==> config.mk <==
export PLATFORM = sky130hd
export DESIGN_NAME = sensor_node
export DESIGN_NICKNAME = d
export VERILOG_FILES = /design/src/rtl/sensor_node.sv
export SDC_FILE = /design/constraint.sdc
export NUM_CORES = 1
export LEC_CHECK = 0
export BUFFER_PORTS_ARGS = -buffer_cell sky130_fd_sc_hd__buf_2
export CAP_MARGIN = 20
export CORE_ASPECT_RATIO = 0.7
export CORE_MARGIN = 10
export CORE_UTILIZATION = 50
export DETAILED_ROUTE_END_ITERATION = 12
export GPL_TIMING_DRIVEN = 0
export PLACE_DENSITY_LB_ADDON = 0.15
export SLEW_MARGIN = 25
export SYNTH_ARGS = -nofsm -noshare
export SYNTH_HDL_FRONTEND = slang
export SYNTH_SLANG_ARGS = --single-unit
export TNS_END_PERCENT = 5
==> constraint.sdc <==
create_clock -name clock -period 2.2 [get_ports clock]
set_clock_uncertainty 0.05 [all_clocks]
set_input_delay 0.11 -clock clock [delete_from_list [all_inputs] [get_ports clock]]
set_output_delay 0.11 -clock clock [all_outputs]
set_load 0.05 [all_outputs]
==> src/rtl/sensor_node.sv <==
// sensor_node: polled UART slave that answers its ID with a data byte and a serially computed CRC-8.
// Optional macro SENSOR_NODE_STATS_EN adds saturating poll_count / crc_tx_count outputs.
//
//   state   | meaning
//   --------+-----------------------------------------------------------
//   IDLE    | waiting for an address byte; only state that acks rx_rdy
//   CALC    | one CRC bit per cycle over the captured data byte
//   WAIT_TA | holding off until the bus turnaround gap has elapsed
//   SEND_D  | data byte ready; strobe tx_wr once the UART is free
//   WAIT_D  | data byte in flight (busy rise/fall or 4-cycle fallback)
//   SEND_C  | CRC byte ready (inverted when an alarm is latched)
//   WAIT_C  | CRC byte in flight, then back to IDLE
module sensor_node #(
    parameter logic [2:0]  NODE_ID    = 3'd1,
    parameter int unsigned TURNAROUND = 4
) (
    input  logic        clock,
    input  logic        reset,
    input  logic [7:0]  rx_data,
    input  logic        rx_rdy,
    output logic        rx_clr,
    output logic [7:0]  tx_data,
    output logic        tx_wr,
    input  logic        tx_busy,
    input  logic [7:0]  sensor_value,
    input  logic        sensor_valid,
    input  logic        alarm,
    output logic        alarm_pending,
    output logic        busy
`ifdef SENSOR_NODE_STATS_EN
   ,output logic [15:0] poll_count,
    output logic [15:0] crc_tx_count
`endif
);

    typedef enum logic [2:0] {
        ST_IDLE, ST_CALC, ST_WAIT_TA, ST_SEND_D, ST_WAIT_D, ST_SEND_C, ST_WAIT_C
    } state_t;

    localparam logic [7:0] TA_LOAD = 8'(TURNAROUND - 1);
    localparam logic [7:0] FB_LOAD = 8'd3;

    state_t      state_q, state_d;
    logic [7:0]  sample_q, sample_d;
    logic [7:0]  data_q, data_d;
    logic [7:0]  crc_q, crc_d;
    logic [2:0]  bit_cnt_q, bit_cnt_d;
    logic [7:0]  tmr_q, tmr_d;
    logic        seen_q, seen_d;
    logic        alarm_q, alarm_d;
    logic        rx_clr_q, rx_clr_d;

    logic        accept, own_hit, bcast_hit;
    logic        ta_done, ack_done, waiting;
    logic        crc_fb;
    logic [7:0]  crc_next;
    logic        unused_rx_hi;

    // rx_clr_q masks the cycle in which the UART has not yet dropped rx_rdy
    assign accept    = (state_q == ST_IDLE) && rx_rdy && !rx_clr_q;
    assign own_hit   = accept && (rx_data[2:0] == NODE_ID);
    assign bcast_hit = accept && (rx_data[2:0] == 3'd0);
    assign unused_rx_hi = ^rx_data[7:3];

    assign ta_done  = (tmr_q <= 8'd1);
    assign waiting  = (state_q == ST_WAIT_D) || (state_q == ST_WAIT_C);
    assign ack_done = !tx_busy && (seen_q || (tmr_q == 8'd0));

    assign crc_fb   = crc_q[7] ^ data_q[3'd7 - bit_cnt_q];
    assign crc_next = {crc_q[6:0], 1'b0} ^ (crc_fb ? 8'h07 : 8'h00);

    always_ff @(posedge clock) begin
        if (reset) begin
            state_q   <= ST_IDLE;
            sample_q  <= 8'h00;
            data_q    <= 8'h00;
            crc_q     <= 8'h00;
            bit_cnt_q <= 3'd0;
            tmr_q     <= 8'h00;
            seen_q    <= 1'b0;
            alarm_q   <= 1'b0;
            rx_clr_q  <= 1'b0;
        end else begin
            state_q   <= state_d;
            sample_q  <= sample_d;
            data_q    <= data_d;
            crc_q     <= crc_d;
            bit_cnt_q <= bit_cnt_d;
            tmr_q     <= tmr_d;
            seen_q    <= seen_d;
            alarm_q   <= alarm_d;
            rx_clr_q  <= rx_clr_d;
        end
    end

    // CALC exits straight to SEND_D when the turnaround gap is already covered
    always_comb begin
        state_d = state_q;
        case (state_q)
            ST_IDLE:    if (own_hit) state_d = ST_CALC;
            ST_CALC:    if (bit_cnt_q == 3'd7) state_d = ta_done ? ST_SEND_D : ST_WAIT_TA;
            ST_WAIT_TA: if (ta_done) state_d = ST_SEND_D;
            ST_SEND_D:  if (!tx_busy) state_d = ST_WAIT_D;
            ST_WAIT_D:  if (ack_done) state_d = ST_SEND_C;
            ST_SEND_C:  if (!tx_busy) state_d = ST_WAIT_C;
            ST_WAIT_C:  if (ack_done) state_d = ST_IDLE;
            default:    state_d = ST_IDLE;
        endcase
    end

    always_comb begin
        tx_wr         = 1'b0;
        tx_data       = 8'h00;
        rx_clr        = rx_clr_q;
        alarm_pending = alarm_q;
        busy          = (state_q != ST_IDLE);
        if (state_q == ST_SEND_D) begin
            tx_wr   = !tx_busy;
            tx_data = data_q;
        end else if (state_q == ST_SEND_C) begin
            tx_wr   = !tx_busy;
            tx_data = crc_q ^ {8{alarm_q}};
        end
    end

    // one timer serves both the turnaround gap and the tx_busy fallback
    always_comb begin
        sample_d  = sensor_valid ? sensor_value : sample_q;
        data_d    = own_hit ? sample_q : data_q;
        crc_d     = crc_q;
        bit_cnt_d = bit_cnt_q;
        if (own_hit) begin
            crc_d     = 8'h00;
            bit_cnt_d = 3'd0;
        end else if (state_q == ST_CALC) begin
            crc_d     = crc_next;
            bit_cnt_d = bit_cnt_q + 3'd1;
        end
        if (own_hit)
            tmr_d = TA_LOAD;
        else if (tx_wr)
            tmr_d = FB_LOAD;
        else if (tmr_q != 8'd0)
            tmr_d = tmr_q - 8'd1;
        else
            tmr_d = tmr_q;
        if (tx_wr)
            seen_d = 1'b0;
        else if (waiting && tx_busy)
            seen_d = 1'b1;
        else
            seen_d = seen_q;
        alarm_d  = alarm | (alarm_q & !bcast_hit);
        rx_clr_d = accept;
    end

`ifdef SENSOR_NODE_STATS_EN
    logic [15:0] poll_cnt_q, poll_cnt_d;
    logic [15:0] crc_cnt_q, crc_cnt_d;

    always_ff @(posedge clock) begin
        if (reset) begin
            poll_cnt_q <= 16'h0000;
            crc_cnt_q  <= 16'h0000;
        end else begin
            poll_cnt_q <= poll_cnt_d;
            crc_cnt_q  <= crc_cnt_d;
        end
    end

    always_comb begin
        poll_cnt_d = poll_cnt_q;
        crc_cnt_d  = crc_cnt_q;
        if (own_hit && (poll_cnt_q != 16'hFFFF))
            poll_cnt_d = poll_cnt_q + 16'd1;
        if ((state_q == ST_SEND_C) && tx_wr && (crc_cnt_q != 16'hFFFF))
            crc_cnt_d = crc_cnt_q + 16'd1;
    end

    assign poll_count   = poll_cnt_q;
    assign crc_tx_count = crc_cnt_q;
`endif

endmodule

==> flow_summary.yaml, run 1 <==
outcome:
  outcome: "finished clean"
worst_setup_path:
  cp-end-kind: "primary output"
  setup.worst_path.class: "reg2out"
  critPathLaunchType: "register"
  cp-startpoint: "state_q[1]$_SDFFE_PP0P_"
  r2r-start: "bit_cnt_q[2]$_SDFFE_PP0P_"
  cp_data_arrival_time_ps: 1880
  cp_max_fo: 9
  cp.required_ps: 2040
place:
  finalWeightedCongestion: 0.8001
  placed_cells_incl_taps: 308
  numPortBuffers: 26
  pre_cts_slack_ps: 361.6
  placed_cell_area_mm2: 0.002253
  hpwl_um: 3484
sta:
  period_needed_ps: 2039
  finalHoldViolCount: 0
  layout_setup_ws_ps: 161.4
  max_freq_ghz: 0.4905
  fin_tns_setup_ps: 0
  max-slew-margin-rel: 0.6270
  rsz0062_at_grt: "no"
  setup_viol: 0
  fin_crit_sh: 0.9266
  tightest_slew_ps: 558.2
  fin_hold_ws_ps: 4.664
  maxSlewViolCount: 0
floorplanning:
  die_h_um: 73.68
  chipWidth_um: 96.69
  core_mm2: 0.003946
  floorplan.initialDensity: 0.5216
  dieArea_mm2: 0.007124
  io_pins: 34
  rows: 19
yosys:
  synthCells: 230
  async_flop_share: 0
  synth_edf_count: 0
  yosysWarnings: 0
  ys_seq_area_frac: 0.3988
  syn_area_per_cell_um2: 8.949
  ys_seq_elements: 41
  synth_flop_cell: "dfxtp_1"
  synth_fp_nets: 257
  syn-cell-area_mm2: 0.002058
  ys_types: 39
global_route:
  first_global_vias: 1563
  antenna_found_initial: 0
  grt_overflow: 0
  grt_pass1_wl_um: 7728
  grt_max_degree: 12
  gr-usage-all-layers: 0.1331
detailed_routing:
  vias: 1680
  wl_per_cell_um: 14.62
  routed_wl_um: 4707
  vias_per_cell: 5.217
  antenna_left: 0
  dr.pass1.iters: 4
  drc: 0
  drtIter0Drc: 83
cells_and_area:
  layout_common_cells: "dfxtp_1 (41), nor2_1 (40), buf_2 (30)"
  multi_input_area_mm2: 0.001157
  fill_cells: 362
  nets: 297
  areaGrowthSynthToFinish_pct: 17.08
  regArea_um2: 820.8
  post-route-util: 0.6107
  layout_commonest_cell: "dfxtp_1"
  diodes: 0
  stdcell_area_mm2: 0.002410
  drive_above_1_share: 0.1593
  fin_cells: 322
clock_network:
  path_clk_slew_ps: 70
  cts_max_level: 2
  cts_resized: 0
  cts_buffers: 5
  root_buffer: "clkbuf_8"
  ctsLongestPathBuffers: 2
  clk_latency_ps: 290
  cts_tree: "built"
  clock_sinks: 41
power_and_ir_drop:
  total_power_mw: 2.013
  power.density_mw_per_mm2: 835.5
  p_leak_nw: 1.075
  worst_ir_drop_vdd_mv: 0.5309
min_path:
  min_path_type: "in2reg"
  hold_start: "sensor_value[4]"
job:
  maxCapViolations: 0
## where the power goes
| group | switching, mW | internal (mW) |
|---|---|---|
| Clock | 0.246 | 0.249 |
| Sequential | 0.0909 | 0.826 |
| Combinational | 0.312 | 0.290 |
| Total | 0.649 | 1.36 |
## cell families (layout without fill, tap and decap cells)
logic type                 Yosys count  in the layout  synth area share
xor gates and xnor gates            19             19           0.09422
AOI/OAI and AO/OA                   40             40            0.1307
muxes                               21             21            0.1204
and+or+nand+nor                     84             84            0.1866
DFF                                 41             41            0.3988
buffers and inverters               20             60           0.03891
adders and majority gates            5              5           0.03040
## cell usage after synthesis (2+ instances only)
cell type | count | area (µm²)
a211oi_1 | 3 | 22.52
a21oi_1 | 15 | 75.07
a22oi_1 | 8 | 60.06
a31oi_1 | 2 | 12.51
buf_2 | 4 | 20.02
clkbuf_1 | 10 | 37.54
dfxtp_1 | 41 | 820.8
ha_1 | 5 | 62.56
inv_1 | 6 | 22.52
mux2i_1 | 18 | 180.2
mux4_1 | 2 | 52.55
nand2_1 | 24 | 90.09
nand3_1 | 2 | 10.01
nand3b_1 | 2 | 15.01
nand4_1 | 2 | 12.51
nor2_1 | 40 | 150.1
nor2b_1 | 3 | 18.77
nor3_1 | 3 | 15.01
nor3b_1 | 3 | 22.52
o21ba_2 | 2 | 20.02
xnor2_1 | 7 | 61.31
xnor3_1 | 2 | 45.04
xor2_1 | 10 | 87.58
## routing by layer
metal / share of wire / vias up / wire length [µm] / track usage
met5: 0 / - / 0 / 0
met4: 0.013 / 0 / 62 / 0.05057
met3: 0.061 / 7 / 285 / 0.03839
met2: 0.41 / 40 / 1936 / 0.1908
met1: 0.51 / 761 / 2422 / 0.1829
li1: - / 872 / - / -
## path summary, 6_finish.rpt
check                             endpoint  slack [ps]  cells past startpoint
setup / recovery                tx_data[1]         160                      5
hold / removal    sample_q[4]$_SDFFE_PP0P_           5                      3
setup reg to reg     crc_q[2]$_SDFFE_PP0P_         370                      4
hold reg to reg      crc_q[5]$_SDFFE_PP0P_         440                      2
## sequential cells by signal, indices dropped and copies added, names as in the netlist
signal	cells
crc_q	8
data_q	8
sample_q	8
tmr_q	8
bit_cnt_q	3
state_q	3
alarm_pending	1
rx_clr	1
seen_q	1
## cell type report
| class | instances | share of cell area |
|---|---|---|
| Tap cell | 52 | 0.02700 |
| Inverter | 6 | 0.009346 |
| Buffer | 14 | 0.02388 |
| Timing Repair Buffer | 33 | 0.08307 |
| Multi-Input combinational cell | 169 | 0.4803 |
| Clock buffer | 7 | 0.03583 |
| Sequential cell | 41 | 0.3406 |
## timing repair
action	in CTS	in global routing
setup buffers	0	0
setup endpoints to repair	0	0
hold buffers	7	0
hold endpoints to repair	7	0
## critical path: stages, from the launching register on
cell and delay [ps]:
dfxtp_1 460, nor2b_1 160, clkbuf_1 330, a22oi_1 150
nor2_1 180, buf_2 300
Note: power is estimated with default switching activity, not from simulation.
==> inputs of run 2 (changes only) <==
- ABC_AREA: not set -> 1
==> run 2 against run 1 <==
Synthesized cell count is 33% higher. Die area is 4.8% higher. Final cell count is 25% higher. Via count is 23% higher. Final area is 7.1% higher. Routed wire length is 6.7% higher. Maximum frequency is 3.5% higher. First-iteration DRC count is 24% higher. Clock-buffer cell count is 1 lower. Global-route usage is 1.1 points higher. Non-clock buffer count stayed put. Worst setup slack better by 70 ps. Largest cell class unchanged. Largest power group is now combinational logic.
==> flow_summary.yaml, run 2 <==
worst_setup_path:
  max_stage_delay_ps: 540
  path_cells: "clkbuf_2 > nor2_1 > o32ai_1 > buf_2"
  cp_max_fo: 10
  cp_slowest_cell: "dfxtp_1"
  critPathLaunchType: "register"
  setup.worst_path.class: "reg2out"
  cp_data_arrival_time_ps: 1810
  critPathBufInv: 2
  cp-end-kind: "primary output"
  cp_top_family: "buffers and inverters"
  cp.required_ps: 2040
  reg2reg_slack_ps: 500
detailed_routing:
  dr.pass1.iters: 4
  vias_per_cell: 5.111
  wl_per_cell_um: 12.43
  drtIter0Drc: 103
  drc: 0
  routed_wl_um: 5023
  vias: 2065
  antenna_left: 0
global_route:
  grt_overflow: 0
  grt_max_degree: 14
  gr-usage-all-layers: 0.1445
  first_global_vias: 1942
  grt_pass1_wl_um: 8970
  antenna_found_initial: 0
yosys:
  synth.most_common_cell: "nand2_1"
  synth.top_cell.area_share: 0.3751
  ys_seq_elements: 41
  ys_types: 36
  synth_top_cell_by_area: "dfxtp_1"
  syn_area_per_cell_um2: 7.175
  yosysWarnings: 0
  synthTopCellsByCount: "nand2_1 (62), inv_1 (42), dfxtp_1 (41), nor2_1 (37), a21oi_1 (25)"
  synth_edf_count: 0
  synth_flop_cell: "dfxtp_1"
  synth_fp_nets: 332
  ys_seq_area_frac: 0.3751
  synthCells: 305
  async_flop_share: 0
  synth_area_leaders: "dfxtp_1 (38%), nand2_1 (11%), inv_1 (7.2%)"
  syn-cell-area_mm2: 0.002188
place:
  pre_cts_slack_ps: 318.4
  numPortBuffers: 28
  finalWeightedCongestion: 0.8469
  placed_cell_area_mm2: 0.002405
  hpwl_um: 3766
cells_and_area:
  fill_cells: 407
  areaGrowthSynthToFinish_pct: 17.90
  nets: 375
  stdcell_area_mm2: 0.002580
  drive_above_1_share: 0.1834
  layout_common_cells: "nand2_1 (62), inv_1 (42), dfxtp_1 (41)"
  diodes: 0
  layout_commonest_cell: "nand2_1"
sta:
  max_freq_ghz: 0.5079
  finalHoldViolCount: 0
  maxSlewViolCount: 0
  setup_viol: 0
  period_needed_ps: 1969
  fin_crit_sh: 0.8950
  rsz0062_at_grt: "no"
  tightest_slew_ps: 479.6
  layout_setup_ws_ps: 231.0
  max-slew-margin-rel: 0.6803
outcome:
  outcome: "finished clean"
clock_network:
  ctsLongestPathBuffers: 2
  clock_sinks: 41
  cts_buffers: 5
  path_clk_slew_ps: 80
  cts_tree: "built"
  cts_max_level: 2
  root_buffer: "clkbuf_8"
  clk_latency_ps: 300
floorplanning:
  die_h_um: 75.35
  floorplan.initialDensity: 0.5114
  chipWidth_um: 99.07
  io_pins: 34
  rows: 20
  dieArea_mm2: 0.007465
  core_mm2: 0.004279
power_and_ir_drop:
  p_leak_nw: 1.195
  power.density_mw_per_mm2: 1079
  worst_ir_drop_vdd_mv: 0.6145
min_path:
  min_path_type: "in2reg"
job:
  maxCapViolations: 0
## run 2: cell type report
class | instances | area (µm²) | share of cell area
multi-input cells | 208 | 1126 | 0.4365
flip-flops and latches | 41 | 820.8 | 0.3181
repair buffers | 37 | 230.2 | 0.08923
inverters | 45 | 171.4 | 0.06644
plain buffers | 10 | 75.07 | 0.02910
clock buffers | 6 | 72.57 | 0.02813
well taps | 55 | 68.82 | 0.02667
clock inverters | 2 | 15.01 | 0.005820
## run 2: path summary, 6_finish.rpt
path,from,end,depth (start not counted)
setup / recovery,alarm_pending$_SDFF_PP0_,tx_data[4],4
hold / removal,reset,state_q[0]$_SDFFE_PP0P_,2
setup reg to reg,tmr_q[0]$_SDFFE_PP0P_,state_q[0]$_SDFFE_PP0P_,12
hold reg to reg,tmr_q[4]$_SDFFE_PP0P_,tmr_q[4]$_SDFFE_PP0P_,2
## run 2: power by group
part | internal [mW] | total [mW] | switching, mW
Combinational | 0.460 | 1.29 | 0.833
Clock | 0.224 | 0.499 | 0.275
Sequential | 0.878 | 0.992 | 0.114
## run 2: timing repair
action                                  4_1_cts  5_1_grt
endpoints found under the setup margin        4        3
resized for setup                             1        0
buffers inserted                              0        0
hold buffers                                  9        0
endpoints found under the hold margin         9        0
pin swaps                                     0        0
## run 2: metal layers
| layer | wire length [µm] | GRT usage | vias to the layer above |
|---|---|---|---|
| li1 | - | - | 1074 |
| met1 | 2541 | 0.1930 | 927 |
| met2 | 2068 | 0.2183 | 55 |
| met3 | 349 | 0.04438 | 9 |
| met4 | 63 | 0.04596 | 0 |
| met5 | 0 | 0 | - |
## run 2: cell families (layout without fill, tap and decap cells)
logic type                 count (synthesis)  after routing  share of synthesized area
AOI/OAI and AO/OA                         61             61                     0.1635
xor gates and xnor gates                   3              3                    0.01201
adders and majority gates                  5              5                    0.02859
buffers and inverters                     56            100                     0.1138
DFF                                       41             41                     0.3751
and+or+nand+nor                          139            139                     0.3070
## run 2: stage by stage
stage | total power [mW] | TNS, ps | instances | utilization | hold slack [ps]
global placement | 2.255 | 0 | 388 | 0.5620 | 267.7
CTS | 2.798 | 0 | 405 | 0.6038 | 15.33
floorplan | 2.027 | -3303 | 305 | - | 126.9
finish | 2.784 | 0 | 404 | 0.6029 | 24.67
detailed placement | 2.283 | 0 | 388 | 0.5620 | 272.6
global route | 3.035 | 0 | 404 | 0.6029 | 18.98
